===== src/rtl/sat_counter.sv =====
// Saturating up-counter with synchronous clear (clear beats increment).
module sat_counter #(
  parameter int unsigned CNT_W = 16
) (
  input  logic             clk,
  input  logic             rst,
  input  logic             inc,
  input  logic             clr,
  output logic [CNT_W-1:0] cnt
);

  // Count up on inc, stick at all-ones, clear on clr
  always_ff @(posedge clk or negedge rst) begin
    if (!rst) begin
      cnt <= '0;
    end else if (clr) begin
      cnt <= '0;
    end else if (inc && (cnt != '1)) begin
      cnt <= cnt + CNT_W'(1);
    end
  end

endmodule


===== config.mk =====
export PLATFORM = sky130hd
export DESIGN_NAME = sat_counter
export DESIGN_NICKNAME = d
export VERILOG_FILES = /design/src/rtl/sat_counter.sv
export SDC_FILE = /design/constraint.sdc
export NUM_CORES = 1
export LEC_CHECK = 0
export ABC_AREA = 1
export ABC_CLOCK_PERIOD_IN_PS = 4570
export CORE_MARGIN = 2
export CORE_UTILIZATION = 40
export CTS_BUF_LIST = sky130_fd_sc_hd__clkbuf_8
export DETAILED_ROUTE_END_ITERATION = 10
export SYNTH_ARGS = -nofsm -noshare
export SYNTH_HDL_FRONTEND = slang
export SYNTH_SLANG_ARGS = --single-unit

===== constraint.sdc =====
create_clock -name clk -period 4.57 [get_ports clk]
set_input_delay 0.457 -clock clk [delete_from_list [all_inputs] [get_ports clk]]
set_output_delay 0.457 -clock clk [all_outputs]
set_load 0.02 [all_outputs]

==> metrics.md, run 1 <==
| Metric | Value |
|---|---|
| Status | `complete, no violations` |
| Avg Cell Area, Syn | `a little over 7 um^2` |
| Setup_tns | `0 ns` |
| Die Wd | `~55 um` |
| Bufs on Longest Clock Path | `2` |
| H-tree depth | `1` |
| Most flop-heavy register | `cnt` |
| Routed WL | `about 2300 um` |
| Tcrit/Tclk final | `43.32%` |
| DRC | `0` |
| Worst slack, placed | `about 2.5 ns` |
| HPWL after DPL | `roughly 1700 um` |
| Hold-fix buffers at CTS | `0` |
| Delay-heaviest family, CP | `simple AND/OR/NAND/NOR gates` |
| Clk pin slew, worst setup/hold paths | `0.06 ns` |
| Ports | `20` |
| Pleak | `between 0.5 and 0.6 nW` |
| Syn Nets | `about 150` |
| Clock sink count | `16` |
| Post-DR vias/cell | `roughly 5` |
| Final hold vios | `0` |
| Fin crit period | `1.980 ns` |
| TritonCTS Buffers | `3` |
| Crit-path max cell delay | `between 0.6 and 0.7 ns` |
| HP Class | `reg2reg` |
| CP Buf/Inv Count | `0` |
| Wirelength per Cell | `12.15 um` |
| Placer Congestion | `between 0.7 and 0.8` |
| ANT nets after route | `0` |
| WS Path Type | `reg2reg` |
| Number of global-route vias before repair | `approximately 890` |
| Std-Cell Rows | `18` |
| Pwr Density | `~210 mW/mm^2` |
| # nets final | `170` |
| Initial antenna violation count | `0` |
| Pins over their slew limit | `0` |
| Post-synthesis instance area | `~0.0010 mm^2` |
| Rel. slew slack | `44.95%` |
| # port buffers | `19` |
| Unrepaired setup endpoints after global routing | `no` |
| Synth Instances | `~140` |
| Core ar. | `between 0.002 and 0.0025 mm^2` |
| Die Ht | `54.92 um` |
| Clock Skews | `roughly 0.0038 ns` |
| CTS tree | `yes` |
| Total track usage | `between 10% and 20%` |
| Via count | `roughly 960` |
| Clock Latency Late Sink | `between 0.2 and 0.3 ns` |
| #FFs+latches synth | `16` |
| Largest net degree at the start of global routing | `17` |
| CP arrival | `around 2.2 ns` |
| Resized cells post-CTS | `0` |
| Yosys warns | `0` |
| FMAX | `a little over 500 MHz` |
| Total die area | `0.003016 mm^2` |
| Max IR drop VDD | `256.1 uV` |
| Largest regs | `cnt (16)` |
| Most used cell, CP | `nor2_1` |
| Register area share after synthesis | `~39%` |
| Crit path launch type | `flop` |
| Crit path max fanout | `13` |
| Endpoint type of the worst setup path | `flop` |
| Required @ worst endpoint | `~4.8 ns` |
| Iteration count of the initial detailed-routing pass | `4` |
| Post-route setup slack | `2.590 ns` |
| Root Buffer | `clkbuf_8` |
| Ant diodes | `0` |
| Post-CTS setup buffers | `0` |
| Grt ovf | `0` |
| Final setup fails | `0` |
| Layout cells sized above 1 | `7.975%` |
| Starting Density | `a little over two fifths` |
| Largest register FFs | `16` |
| Cell Chain, Critical Path | `ha_1 -> nand2_2 -> nor2_4 -> nand2_4 -> nor2_1 -> nor2_1 -> nand4_1 -> nand2_1` |
| Global-route wire length before repair | `~4200 um` |
| Worst path slowest cell | `nor2_1` |
| Area Growth Syn to Fin | `23.16%` |
| Synth cell types | `23` |
| Max-cap violations | `0` |
| Starting DRT DRC Count | `13` |
| Worst-Margin Slew | `around 0.82 ns` |
cells by family after synthesis:
group	share of synthesized area, %
AND/OR/NAND/NOR	42.82
buffers and inverters	7.719
flip-flops	38.60
AO/OA/AOI/OAI	5.428
XOR/XNOR	4.223
adder cells (fa/ha/maj)	1.206
final timing paths:
check,start,endpoint,slack (ns),cells after the start
setup / recovery,cnt[0],cnt[10],2.59,8
hold / removal,cnt[1],cnt[1],0.56,2
setup reg to reg,cnt[0],cnt[10],2.59,8
hold reg to reg,cnt[1],cnt[1],0.56,2
max in group asynchronous,rst,cnt[11],3.46,1
min in group asynchronous,rst,cnt[3],0.65,1
cell usage in the layout, fill, tap and decap left out, types with 3 or more instances in the layout:
master and count:
nand2_1 55, clkdlybuf4s50_1 19, dfrtp_1 16, nor2_1 14, nand3_1 12, inv_1 11, nand4_1 9, o21ai_0 4
xor2_1 3, clkbuf_8 3
per-stage QoR:
step / hold slack (ns) / cells / utilization [%] / cell area, um^2 / total power (W)
floorplan: 0.1614 / 144 / - / 1037 / 0.0001615
global placement: 0.5321 / 190 / 49.90 / 1236 / 0.0001709
detailed placement: 0.5489 / 190 / 49.90 / 1236 / 0.0001711
CTS: 0.5633 / 193 / 51.57 / 1277 / 0.0002780
global route: 0.6053 / 193 / 51.57 / 1277 / 0.0002884
finish: 0.5635 / 193 / 51.57 / 1277 / 0.0002736
power breakdown:
group / internal [W] / total [W] / leakage [nW] / switching, W
Clock: 0.0000584 / 0.000105 / 0.0216 / 0.0000471
Sequential: 0.000143 / 0.000145 / 0.222 / 0.00000196
Combinational: 0.00000794 / 0.0000231 / 0.349 / 0.0000151
Total: 0.000210 / 0.000274 / 0.593 / 0.0000641
Yosys cell counts:
cell      instances  area share [%]
inv_2             1            0.36
o21ai_4           1             1.6
xor2_1            3             2.5
o21ai_0           4             1.9
ha_1              1             1.2
nand2_2           2             1.2
buf_12            1             1.9
or2_2             1            0.60
nand3_1          12             5.8
nor2_1           14             5.1
buf_1             1            0.36
nor2_4            2             2.2
nand4_1           9             5.4
nor3_1            1            0.48
dfrtp_1          16              39
inv_1            11             4.0
o21bai_1          2             1.4
nand2_4           2             2.2
a21oi_1           1            0.48
inv_4             1            0.60
buf_2             1            0.48
xnor2_1           2             1.7
nand2_1          55              20
per-layer routing:
| layer | track usage (%) | routed length (um) | vias up |
|---|---|---|---|
| li1 | - | - | 503 |
| met5 | 0 | 0 | - |
| met4 | 2.439 | 11 | 0 |
| met2 | 31.55 | 1043 | 21 |
| met3 | 5.914 | 113 | 2 |
| met1 | 25.96 | 1175 | 432 |
worst min-delay path, delay by kind of cell (launching register included):
family / cells / cell delay (ns)
DFF: 1 / 0.41
and+or+nand+nor: 2 / 0.12
area by class of cell:
type                       count  area (um^2)
fill                         260         1200
tap                           30        37.54
clock buffer                   3        41.29
timing repair buffer          19        190.2
multi-input combinational    112        556.8
inverter                      13        51.30
sequential                    16        400.4
Note: power is estimated with default switching activity, not from simulation.
==> run 2, diff against run 1 <==
--- a/config.mk
+++ b/config.mk
@@ -6,11 +6,12 @@
 export NUM_CORES = 1
 export LEC_CHECK = 0
 export ABC_AREA = 1
-export ABC_CLOCK_PERIOD_IN_PS = 4570
+export ABC_CLOCK_PERIOD_IN_PS = 1800
 export CORE_MARGIN = 2
 export CORE_UTILIZATION = 40
 export CTS_BUF_LIST = sky130_fd_sc_hd__clkbuf_8
 export DETAILED_ROUTE_END_ITERATION = 10
+export PLACE_DENSITY = 0.67
 export SYNTH_ARGS = -nofsm -noshare
 export SYNTH_HDL_FRONTEND = slang
 export SYNTH_SLANG_ARGS = --single-unit
==> constraint.sdc (replaced) <==
create_clock -name clk -period 1.8 [get_ports clk]
set_input_delay 0.18 -clock clk [delete_from_list [all_inputs] [get_ports clk]]
set_output_delay 0.18 -clock clk [all_outputs]
set_load 0.02 [all_outputs]
==> metrics.md, run 2 (same netlist as run 1, synthesis figures left out) <==
| Metric | Value |
|---|---|
| Via count | `1048 (+9.4%)` |
| # nets final | `175 (+2.9%)` |
| Clock sink count | `16 (unchanged)` |
| Crit path max fanout | `14 (+1)` |
| Final setup fails | `0 (unchanged)` |
| Final hold vios | `0 (unchanged)` |
| Resized cells post-CTS | `1 (+1)` |
| Ant diodes | `0 (unchanged)` |
| Hold slack | `0.2431 ns (-0.3204 ns)` |
| Placer Congestion | `0.8132 (+2.5%)` |
| Die Ht | `54.92 um (unchanged)` |
| Starting Density | `41.87% (unchanged)` |
| Core ar. | `0.002477 mm^2 (unchanged)` |
| Required @ worst endpoint | `1.99 ns (-2.76 ns)` |
| Pins over their slew limit | `0 (unchanged)` |
| Largest net degree at the start of global routing | `17 (unchanged)` |
| Placed Area | `0.001274 mm^2 (+3.0%)` |
| HPWL after DPL | `1883 um (+10%)` |
| Crit path launch type | `flop` |
| FMAX | `615.6 MHz (+22%)` |
| Power share of the sequential group | `48.3% (-4.7 points)` |
| Largest register FFs | `16 (unchanged)` |
| Post-DR vias/cell | `5.266 (+6.1%)` |
| Tcrit/Tclk final | `90.25% (+47 points)` |
| TritonCTS Buffers | `3 (unchanged)` |
| WS Path Type | `reg2reg` |
| Clock Skews | `0.003331 ns (-0.0005037 ns)` |
| Wirelength per Cell | `13.04 um (+7.4%)` |
| Layout Cells excl Fill | `199 (+3.1%)` |
| Fillcell total | `258 (-0.77%)` |
| Pwr Density | `570.4 mW/mm^2 (+170%)` |
| Grt ovf | `0 (unchanged)` |
| Rel. slew slack | `68.21% (+23 points)` |
| Endpoint type of the worst setup path | `flop` |
| Cells after DPL | `195 (+2.6%)` |
| P_sw | `0.0001807 W (+180%)` |
| Clock Latency Late Sink | `0.26 ns (about the same)` |
| # port buffers | `19 (unchanged)` |
| Unrepaired setup endpoints after global routing | `no` |
| Switching share of power | `23.70% (+0.27 points)` |
| HP Class | `in2async` |
| Pleak | `0.6272 nW (+5.9%)` |
| Status | `complete, no violations` |
| Internal | `0.0005816 W (+180%)` |
| Area Growth Syn to Fin | `28.83%` |
| Fin crit period | `1.625 ns (-0.3552 ns)` |
| Worst-Margin Slew | `0.4732 ns (-0.3495 ns)` |
| Max-cap violations | `0 (unchanged)` |
| DRC | `0 (unchanged)` |
| Largest regs | `cnt (16)` |
| CP arrival | `1.82 ns (-0.34 ns)` |
| Clock share of power | `43.3% (+4.8 points)` |
| ANT nets after route | `0 (unchanged)` |
| Bufs on Longest Clock Path | `2 (unchanged)` |
| H-tree depth | `1 (unchanged)` |
| Setup_tns | `0 ns (unchanged)` |
| Clk pin slew, worst setup/hold paths | `0.07 ns (about the same)` |
| Std-Cell Rows | `18 (unchanged)` |
| Root Buffer | `clkbuf_8` |
| CP startpoint | `cnt[1]` |
| Leading cell type in the layout, fill and taps excluded | `nand2_1` |
| FF-to-FF setup slack | `0.18 ns (-2.41 ns)` |
| Starting DRT DRC Count | `33 (+20)` |
| Post-CTS setup buffers | `0 (unchanged)` |
| Number of global-route vias before repair | `903 (+1.1%)` |
| Worst r2r src | `cnt[1]` |
| CTS tree | `yes` |
| Iteration count of the initial detailed-routing pass | `4 (unchanged)` |
| Post-route cell area | `0.001336 mm^2 (+4.6%)` |
| Total track usage | `19.47% (+0.11 points)` |
| Ports | `20 (unchanged)` |
| Hold-fix buffers at CTS | `0 (unchanged)` |
| Most flop-heavy register | `cnt` |
| Routed WL | `2595 um (+11%)` |
| Global-route wire length before repair | `4140 um (-1.1%)` |
| Max IR drop VDD | `423.0 uV (+65%)` |
| Combinational Power Share | `8.5% (about the same)` |
| Total die area | `0.003016 mm^2 (unchanged)` |
| Most frequent cells in the layout | `nand2_1, clkdlybuf4s50_1, dfrtp_1` |
| Die Wd | `54.92 um (unchanged)` |
| Layout cells sized above 1 | `11.83% (+3.9 points)` |
| Initial antenna violation count | `0 (unchanged)` |
## run 2: changes by cell type in the layout (fill, tap and decap cells not counted)
cell / previous run / this run
buf_4: 0 / 5
nor2_4: 2 / 3
nor2_1: 14 / 13
clkbuf_8: 3 / 4
## run 2: routing by layer
layer | part of all wire, % | global-route usage (%) | wire (um) | vias to the layer above
li1 | - | - | - | 513
met2 | 52 | 31.55 | 1342 | 19
met1 | 43 | 25.96 | 1128 | 511
met3 | 3.4 | 3.226 | 88 | 5
met4 | 1.4 | 7.317 | 36 | 0
met5 | 0 | 0 | 0 | -
## run 2: final timing paths
| check | cells past startpoint | endpoint |
|---|---|---|
| worst max-delay path | 9 | cnt[4] |
| worst min-delay path | 2 | cnt[14] |
| worst max register to register | 9 | cnt[4] |
| worst min register to register | 2 | cnt[1] |
| max in group asynchronous | 2 | cnt[11] |
| min in group clk | 2 | cnt[1] |
## run 2: area by class of cell
cell class,instances,area [um^2],share of cell area [%]
inverter,13,51.30,3.839
clock buffer,4,55.05,4.120
multi-input combinational,112,564.3,42.23
timing repair buffer,24,227.7,17.04
sequential,16,400.4,29.96
tap,30,37.54,2.809
## run 2: stage by stage
step / setup WS (ns) / util (%) / total power, W
floorplan: 0.1851 / - / 0.0004099
global placement: -0.06850 / 51.41 / 0.0004369
detailed placement: -0.1291 / 51.41 / 0.0004385
CTS: 0.1057 / 53.74 / 0.0007722
global route: 0.02255 / 53.94 / 0.0007958
finish: 0.1754 / 53.94 / 0.0007622
## run 2: power groups by stage
stage,clock (W),sequential [W],combinational (W)
5_1_grt,0.000356,0.000368,0.0000715
4_1_cts,0.000340,0.000368,0.0000647
3_5_place_dp,0,0.000375,0.0000639
3_3_place_gp,0,0.000374,0.0000627
2_1_floorplan,0,0.000379,0.0000309
6_report,0.000330,0.000368,0.0000646
## run 2: worst max-delay path, stage by stage, from the launching register on
cell,delay [ns]
dfrtp_1,0.41
ha_1,0.20
nand2_2,0.10
nor2_4,0.18
nand2_4,0.09
o21ai_4,0.19
nand2_4,0.09
inv_4,0.15
nand2_1,0.07
nand2_1,0.07
